**config.mk**
```make
export PLATFORM = sky130hd
export DESIGN_NAME = uart_tx_arbiter
export DESIGN_NICKNAME = d
export VERILOG_FILES = /design/src/rtl/uart_tx_arbiter.sv
export SDC_FILE = /design/constraint.sdc
export NUM_CORES = 1
export LEC_CHECK = 0
export BUFFER_PORTS_ARGS = -buffer_cell sky130_fd_sc_hd__buf_2
export CORE_ASPECT_RATIO = 1.2
export CORE_MARGIN = 1.5
export CORE_UTILIZATION = 53
export CTS_BUF_LIST = sky130_fd_sc_hd__clkbuf_8
export DETAILED_ROUTE_END_ITERATION = 16
export GPL_TIMING_DRIVEN = 1
export PLACE_DENSITY = 0.83
export SLEW_MARGIN = 20
export SYNTH_ARGS = -nofsm -noshare
export SYNTH_HDL_FRONTEND = slang
export SYNTH_SLANG_ARGS = --single-unit
```
**constraint.sdc**
```tcl
create_clock -name clk -period 3 [get_ports clk]
set_input_delay 0.6 -clock clk [delete_from_list [all_inputs] [get_ports clk]]
set_output_delay 0.6 -clock clk [all_outputs]
set_load 0.01 [all_outputs]
```
**src/rtl/uart_tx_arbiter.sv**
```systemverilog
// Round-robin arbiter sharing one UART transmitter among NUM_REQ byte
// producers, with an optional per-requester burst lock capped at MAX_BURST.
module uart_tx_arbiter #(
  parameter int NUM_REQ   = 4,
  parameter int MAX_BURST = 16,
  localparam int IDW      = $clog2(NUM_REQ)
) (
  input  logic                 clk,
  input  logic                 rst,
  input  logic [NUM_REQ-1:0]   req_valid,
  input  logic [8*NUM_REQ-1:0] req_data,
  input  logic [NUM_REQ-1:0]   req_lock,
  output logic [NUM_REQ-1:0]   req_ack,
  input  logic                 tx_ready,
  output logic                 tx_start,
  output logic [7:0]           tx_data,
  output logic [IDW-1:0]       grant_id,
  output logic                 busy
);

  typedef enum logic [1:0] {
    S_IDLE,
    S_ISSUE,
    S_WAIT_LOW,
    S_WAIT_HIGH
  } state_t;

  localparam logic [IDW:0] NUM_REQ_W  = (IDW+1)'(NUM_REQ);
  localparam logic [7:0]   BURST_LAST = 8'(MAX_BURST - 1);

  state_t         state_q, state_d;
  logic           tx_start_q, tx_start_d;
  logic [7:0]     tx_data_q, tx_data_d;
  logic [IDW-1:0] grant_id_q, grant_id_d;
  logic           busy_q, busy_d;
  logic [7:0]     burst_cnt_q, burst_cnt_d;
  logic           owner_locked_q, owner_locked_d;
  logic           wl_cnt_q, wl_cnt_d;

  logic [NUM_REQ-1:0] ack_vec;
  logic [7:0]         req_byte [NUM_REQ];
  logic               win_found;
  logic [IDW-1:0]     win_idx;
  logic [IDW:0]       cand;
  logic               grant_ok;
  logic [IDW-1:0]     grant_sel;

  for (genvar gi = 0; gi < NUM_REQ; gi++) begin : g_bytes
    assign req_byte[gi] = req_data[8*gi +: 8];
  end

  // Round-robin search: first valid requester after the last owner, wrapping.
  always_comb begin
    win_found = 1'b0;
    win_idx   = '0;
    cand      = '0;
    for (int k = 1; k <= NUM_REQ; k++) begin
      cand = {1'b0, grant_id_q} + (IDW+1)'(k);
      if (cand >= NUM_REQ_W) cand = cand - NUM_REQ_W;
      if (!win_found && req_valid[cand[IDW-1:0]]) begin
        win_found = 1'b1;
        win_idx   = cand[IDW-1:0];
      end
    end
  end

  // A locked owner is the only candidate; otherwise the round-robin winner.
  always_comb begin
    grant_ok  = owner_locked_q ? req_valid[grant_id_q] : win_found;
    grant_sel = owner_locked_q ? grant_id_q : win_idx;
  end

  // Next-state logic for the arbiter sequencer and its registered outputs.
  always_comb begin
    state_d        = state_q;
    tx_data_d      = tx_data_q;
    grant_id_d     = grant_id_q;
    burst_cnt_d    = burst_cnt_q;
    owner_locked_d = owner_locked_q;
    wl_cnt_d       = wl_cnt_q;
    ack_vec        = '0;
    case (state_q)
      S_IDLE: begin
        if (owner_locked_q && !req_lock[grant_id_q]) begin
          // Owner abandoned its burst while idle: unlock, rotate next cycle.
          owner_locked_d = 1'b0;
          burst_cnt_d    = '0;
        end else if (tx_ready && grant_ok) begin
          tx_data_d          = req_byte[grant_sel];
          grant_id_d         = grant_sel;
          ack_vec[grant_sel] = 1'b1;
          state_d            = S_ISSUE;
        end
      end
      S_ISSUE: begin
        wl_cnt_d = 1'b0;
        state_d  = S_WAIT_LOW;
      end
      S_WAIT_LOW: begin
        if (!tx_ready) begin
          state_d = S_WAIT_HIGH;
        end else if (wl_cnt_q) begin
          // Transmitter never left idle: pulse start again, same byte.
          state_d = S_ISSUE;
        end else begin
          wl_cnt_d = 1'b1;
        end
      end
      S_WAIT_HIGH: begin
        if (tx_ready) begin
          state_d = S_IDLE;
          if (req_lock[grant_id_q] && (burst_cnt_q < BURST_LAST)) begin
            owner_locked_d = 1'b1;
            burst_cnt_d    = burst_cnt_q + 8'd1;
          end else begin
            owner_locked_d = 1'b0;
            burst_cnt_d    = '0;
          end
        end
      end
      default: state_d = S_IDLE;
    endcase
    tx_start_d = (state_d == S_ISSUE);
    busy_d     = (state_d != S_IDLE);
  end

  // State and output registers; grant_id resets to the last index so 0 wins first.
  always_ff @(posedge clk or negedge rst) begin
    if (!rst) begin
      state_q        <= S_IDLE;
      tx_start_q     <= 1'b0;
      tx_data_q      <= '0;
      grant_id_q     <= IDW'(NUM_REQ - 1);
      busy_q         <= 1'b0;
      burst_cnt_q    <= '0;
      owner_locked_q <= 1'b0;
      wl_cnt_q       <= 1'b0;
    end else begin
      state_q        <= state_d;
      tx_start_q     <= tx_start_d;
      tx_data_q      <= tx_data_d;
      grant_id_q     <= grant_id_d;
      busy_q         <= busy_d;
      burst_cnt_q    <= burst_cnt_d;
      owner_locked_q <= owner_locked_d;
      wl_cnt_q       <= wl_cnt_d;
    end
  end

  assign req_ack  = ack_vec;
  assign tx_start = tx_start_q;
  assign tx_data  = tx_data_q;
  assign grant_id = grant_id_q;
  assign busy     = busy_q;

endmodule

```
# Word-level counts from Yosys, hierarchy flattened
# Index checks and enable logic that the tools add are counted.
# totals
regBits,24
out_inout_bits,16
# classes
n_addsub,9
n_lt_le_gt_ge,13
eq_ne,7
n_mux,50
n_bitwise,2
n_reduce_logical,18
# op_table
operator,count
2-to-1 mux 8 bit,5
2-to-1 mux 2 bit,14
< comparator 2 x 3 -> 1 bit (second input constant),6
binary-select mux 8 bit (select 2 bit),1
2-to-1 mux 1 bit,16
one-hot mux 8 bit (2 select lines),1
greater-or-equal comparator 3 bit (second input constant),5
binary-select mux 1 bit (select 2 bit),6
2-to-1 mux 4 bit,3
adder 8 x 1 -> 8 bit (second input constant),1
< comparator 8 x 4 -> 1 bit (second input constant),1
one-hot mux 2 bit (4 select lines),1
subtractor 2 x 1 -> 2 bit (second input constant),4
logical AND 1 bit,7
adder 2 x 2 -> 3 bit (second input constant),2
!= test 2 bit (second input constant),3
AND reduction 3 bit,2
nonzero test 2 bit,3
equality test 2 x 1 -> 1 bit (second input constant),2
equality test 2 bit (second input constant),2
logical NOT 1 bit,4
one-hot mux 1 bit (2 select lines),2
adder 2 x 1 -> 3 bit (second input constant),1
adder 2 x 3 -> 3 bit (second input constant),1
other kinds (6),6

# Depth between registers and ports, before layout
# depth
depth_word,23
ltp_mapped,9
depth_no_buf,6

# Worst setup path before layout
# Ideal clock, no wire load.
# synth_timing
path_kind,input -> output
from,input port req_valid[3]
to,output port req_ack[1]
t_arrival_ns,2.059
path_slack_ns,0.341
path_stages,7
n_path_buf,2
cell_sequence,clkbuf_1 mux4_1 o2bb2ai_1 nand3_2 or3b_1 buf_6 nor2_1
# synth_via
elab_chain_len,20
word_cells_on_any_way,35
cone_classes,order compare: 2; mux: 25; reduce/logical: 8
# synth_rtl
item,line_no,rtl
from (decl),10,"input logic [NUM_REQ-1:0] req_valid,"
binary-select mux 1 bit (select 2 bit),60,if (!win_found && req_valid[cand[IDW-1:0]]) begin
2-to-1 mux 1 bit (implied by the code),60,
2-to-1 mux 1 bit,60,
logical NOT 1 bit,60,
logical AND 1 bit,60,
2-to-1 mux 1 bit,60,
logical NOT 1 bit,60,
logical AND 1 bit,60,
(+4 left out),--,
2-to-1 mux 2 bit,70,grant_sel = owner_locked_q ? grant_id_q : win_idx;
< comparator 2 x 3 -> 1 bit (implied by the code) / greater-or-equal comparator 2 x 1 -> 1 bit (equally long branches),91,ack_vec[grant_sel] = 1'b1;
logical AND 1 bit (implied by the code),91,
2-to-1 mux 1 bit (implied by the code),91,
demux 1 bit (select 2 bit),91,
2-to-1 mux 4 bit (*),88,end else if (tx_ready && grant_ok) begin
2-to-1 mux 4 bit (*),84,if (owner_locked_q && !req_lock[grant_id_q]) begin
2-to-1 mux 4 bit (*),82,case (state_q)
to (decl),13,"output logic [NUM_REQ-1:0] req_ack,"
# Every way passes the cells marked *; elsewhere a longest branch is shown, timed or not. The select of a mux whose other input is x is not followed.

# Worst setup path after layout
# layout_timing
from,register grant_id_q[0] (netlist: grant_id[0])
to,output port req_ack[1]
# layout_via
elab_chain_len,23
word_cells_on_any_way,55
cone_classes,add/sub: 8; order compare: 6; mux: 31; reduce/logical: 10
# layout_rtl
item,line_no,rtl
from (decl),34,"logic [IDW-1:0] grant_id_q, grant_id_d;"
from (signal assigned),133,grant_id_q <= IDW'(NUM_REQ - 1);
from (signal assigned),142,grant_id_q <= grant_id_d;
adder 2 x 1 -> 3 bit,58,"cand = {1'b0, grant_id_q} + (IDW+1)'(k);"
greater-or-equal comparator 3 bit / subtractor 2 x 1 -> 2 bit (equally long branches),59,if (cand >= NUM_REQ_W) cand = cand - NUM_REQ_W;
2-to-1 mux 2 bit,59,
binary-select mux 1 bit (select 2 bit),60,
2-to-1 mux 1 bit (implied by the code),60,
2-to-1 mux 1 bit,60,
logical NOT 1 bit,60,
logical AND 1 bit,60,
(+7 left out),--,
2-to-1 mux 2 bit,70,
< comparator 2 x 3 -> 1 bit (implied by the code) / greater-or-equal comparator 2 x 1 -> 1 bit (equally long branches),91,
logical AND 1 bit (implied by the code),91,
2-to-1 mux 1 bit (implied by the code),91,
demux 1 bit (select 2 bit),91,
2-to-1 mux 4 bit,88,
2-to-1 mux 4 bit (*),84,
2-to-1 mux 4 bit (*),82,
# Marks and branches as above.

==> impl_metrics.yaml <==
global_routing:
  grt_pass1_wl_um: 7003
  grt_max_degree: 25
  top_usage_layer: "met2"
  grt_antenna_before_repair: 0
  met3_usage: 0.04023
  overflow: 0
  grt_pass1_vias: 1590
  globalRouteTotalUtil: 0.2334
  use_met1: 0.2955
  met2_usage: 0.3822
layout:
  post-route-util: 0.6514
  layout_commonest_cell: "buf_2"
  stdcell_count: 291
  n_antenna_cell: 0
  nFillCells: 271
  mostFrequentLayoutCells: "58 x buf_2, 38 x nand2_1, 22 x dfrtp_1"
  multi_input_area_um2: 1111
  final-seq-area_um2: 603.1
  drive_above_1_share: 0.3543
  area_growth_pct: 17.35
  fin_nets: 300
cts:
  ctsHoldBuffers: 0
  cts_tree: "done"
  cts_setup_buffers: 0
  cts.sinks: 24
  cts_htree_levels: 1
  clk_pin_slew_ns: 0.07
  cts_resized: 0
  clock_tree.buffer_depth: 2
  insertion_delay_ns: 0.27
  cts_buffers: 3
  cts-root-buf: "clkbuf_8"
setup_path:
  crit_path_top_delay_cell: "dfstp_2"
  crit_type: "flip-flop to output pin"
  worstSetupStartpointType: "flip-flop"
  crit_buf_inv: 1
  worst_setup_path_end_kind: "output pin"
  path_delay_family: "simple AND/OR/NAND/NOR gates"
  path_max_fanout: 14
  critPathMaxStageDelay_ns: 0.66
  crit_chain: "mux4_1 -> o2bb2ai_1 -> nand3_2 -> or3b_1 -> nor2_1 -> buf_2"
  arrival_ns: 2.19
  required_ns: 2.40
die:
  rows: 23
  ios: 59
  start_util: 0.5551
  die_area_um2: 3861
  die_w_um: 56.98
  die_h_um: 67.77
  core_area_um2: 3338
yosys:
  synth_ff_type: "dfrtp_1"
  async_flop_share: 1.000
  ys_ff_latch: 24
  ys_warn_count: 0
  syn-num-nets: 245
  netlist_area_um2: 1853
  synth_edf_count: 0
  yosysSeqAreaShare: 0.3255
  synth_cell_types: 46
  avgSynthCellArea_um2: 9.219
  synth_cells: 201
timing:
  setup_viol: 0
  period_minus_slack_ns: 2.795
  report.final.slew_viol_count: 0
  finClkSkew_ns: 0.004273
  fin_crit_sh: 0.9316
  fmax_ghz: 0.3578
  worstMarginPinSlew_ns: 0.6293
  fin_ws_ns: 0.2051
  hold_viol_final: 0
  max-slew-margin-rel: 0.5785
  setup_tns_ns: 0
  grt_setup_unrepaired: "false"
  worst_hold_slack_ns: 0.2997
run_status:
  status: "finished, final reports clean"
place:
  portBuffers: 58
  gp_congestion: 0.8446
  hpwl_um: 3303
  dp_slack_ns: 0.4672
  placed_cells_incl_taps: 288
min_path:
  min_path_type: "primary input to asynchronous set/reset pin"
power_and_ir_drop:
  peakVddDrop_mv: 0.5496
  p_per_area_nw_per_um2: 780.8
  p_leak_nw: 1.039
routing:
  final_antenna_net_count: 0
  drc_errors: 0
  viasPerCell: 6.234
  finalWirelength_um: 4542
  drt_iter0_markers: 112
  vias: 1814
  dr.pass1.iters: 4
  wl_per_cell_um: 15.61
run:
  drv_cap: 0
worst reg2reg max path, cell delays in order, from the launching register on:
cell,delay [ns]
dfstp_2,0.66
nor2b_1,0.19
o21ai_2,0.07
a221o_1,0.48
buf_4,0.25
a311oi_1,0.43
o221ai_2,0.14
per-stage QoR:
step / instance area (µm²) / power, mW
finish: 2175 / 1.698
global route: 2175 / 1.823
CTS: 2175 / 1.701
detailed placement: 2133 / 1.509
global placement: 2133 / 1.489
floorplan: 1853 / 1.311
flip-flops by register name (all words and copies together) (netlist names):
signal	cells
state_q	2
grant_id	2
tx_data	8
tx_start	1
owner_locked_q	1
burst_cnt_q	8
wl_cnt_q	1
busy	1
layout make-up:
cell class / count / area share
Tap cell: 37 / 0.02129
Multi-Input combinational cell: 156 / 0.5109
Inverter: 4 / 0.006904
Sequential cell: 24 / 0.2773
Timing Repair Buffer: 67 / 0.1646
Clock buffer: 3 / 0.01899
cells by family after synthesis:
family	synth area share
AND/OR/NAND/NOR	0.2485
adder cells (fa/ha/maj)	0.006751
AO/OA/AOI/OAI	0.3160
buffers and inverters	0.07495
flip-flops	0.3255
multiplexers	0.02836
final timing paths:
path / cells past startpoint / endpoint / from / slack, ns
setup / recovery: 6 / req_ack[1] / grant_id[0] / 0.21
hold / removal: 1 / busy / rst / 0.30
setup reg to reg: 6 / tx_data[7] / grant_id[0] / 0.65
hold reg to reg: 2 / tx_data[7] / tx_data[7] / 0.49
max in group asynchronous: 1 / grant_id[0] / rst / 2.34
min in group clk: 2 / tx_data[7] / tx_data[7] / 0.49
routing by layer:
| layer | share of wire | vias to the layer above | routed length (µm) |
|---|---|---|---|
| met5 | 0 | - | 0 |
| met4 | 0.017 | 0 | 75 |
| met3 | 0.054 | 7 | 245 |
| met2 | 0.49 | 60 | 2233 |
| met1 | 0.44 | 875 | 1987 |
| li1 | - | 872 | - |
synthesized netlist by cell type (2+ instances only):
cell type / instances / area, µm²
mux4_1: 2 / 52.55
a21oi_1: 2 / 10.01
dfstp_2: 2 / 52.55
dfrtp_1: 22 / 550.5
nor2b_1: 3 / 18.77
a311oi_2: 8 / 120.1
nor2_1: 8 / 30.03
a31oi_1: 2 / 12.51
a211oi_1: 16 / 120.1
nand3_1: 5 / 25.02
o21ai_0: 6 / 30.03
and2_1: 21 / 131.4
clkbuf_1: 8 / 30.03
inv_1: 4 / 15.01
nand2b_1: 3 / 18.77
and3b_1: 2 / 17.52
a311oi_1: 8 / 70.07
o221ai_2: 7 / 105.1
buf_6: 5 / 56.30
buf_2: 2 / 10.01
o21a_1: 2 / 15.01
nand2_1: 38 / 142.6
nor4_1: 2 / 12.51
power breakdown:
group	leakage, nW	internal (mW)	total (mW)	switching (mW)
sequential	0.304	0.441	0.559	0.118
combinational	0.713	0.407	0.952	0.545
clock	0.0216	0.0899	0.187	0.0967
Power figures use the tool's default switching activity.
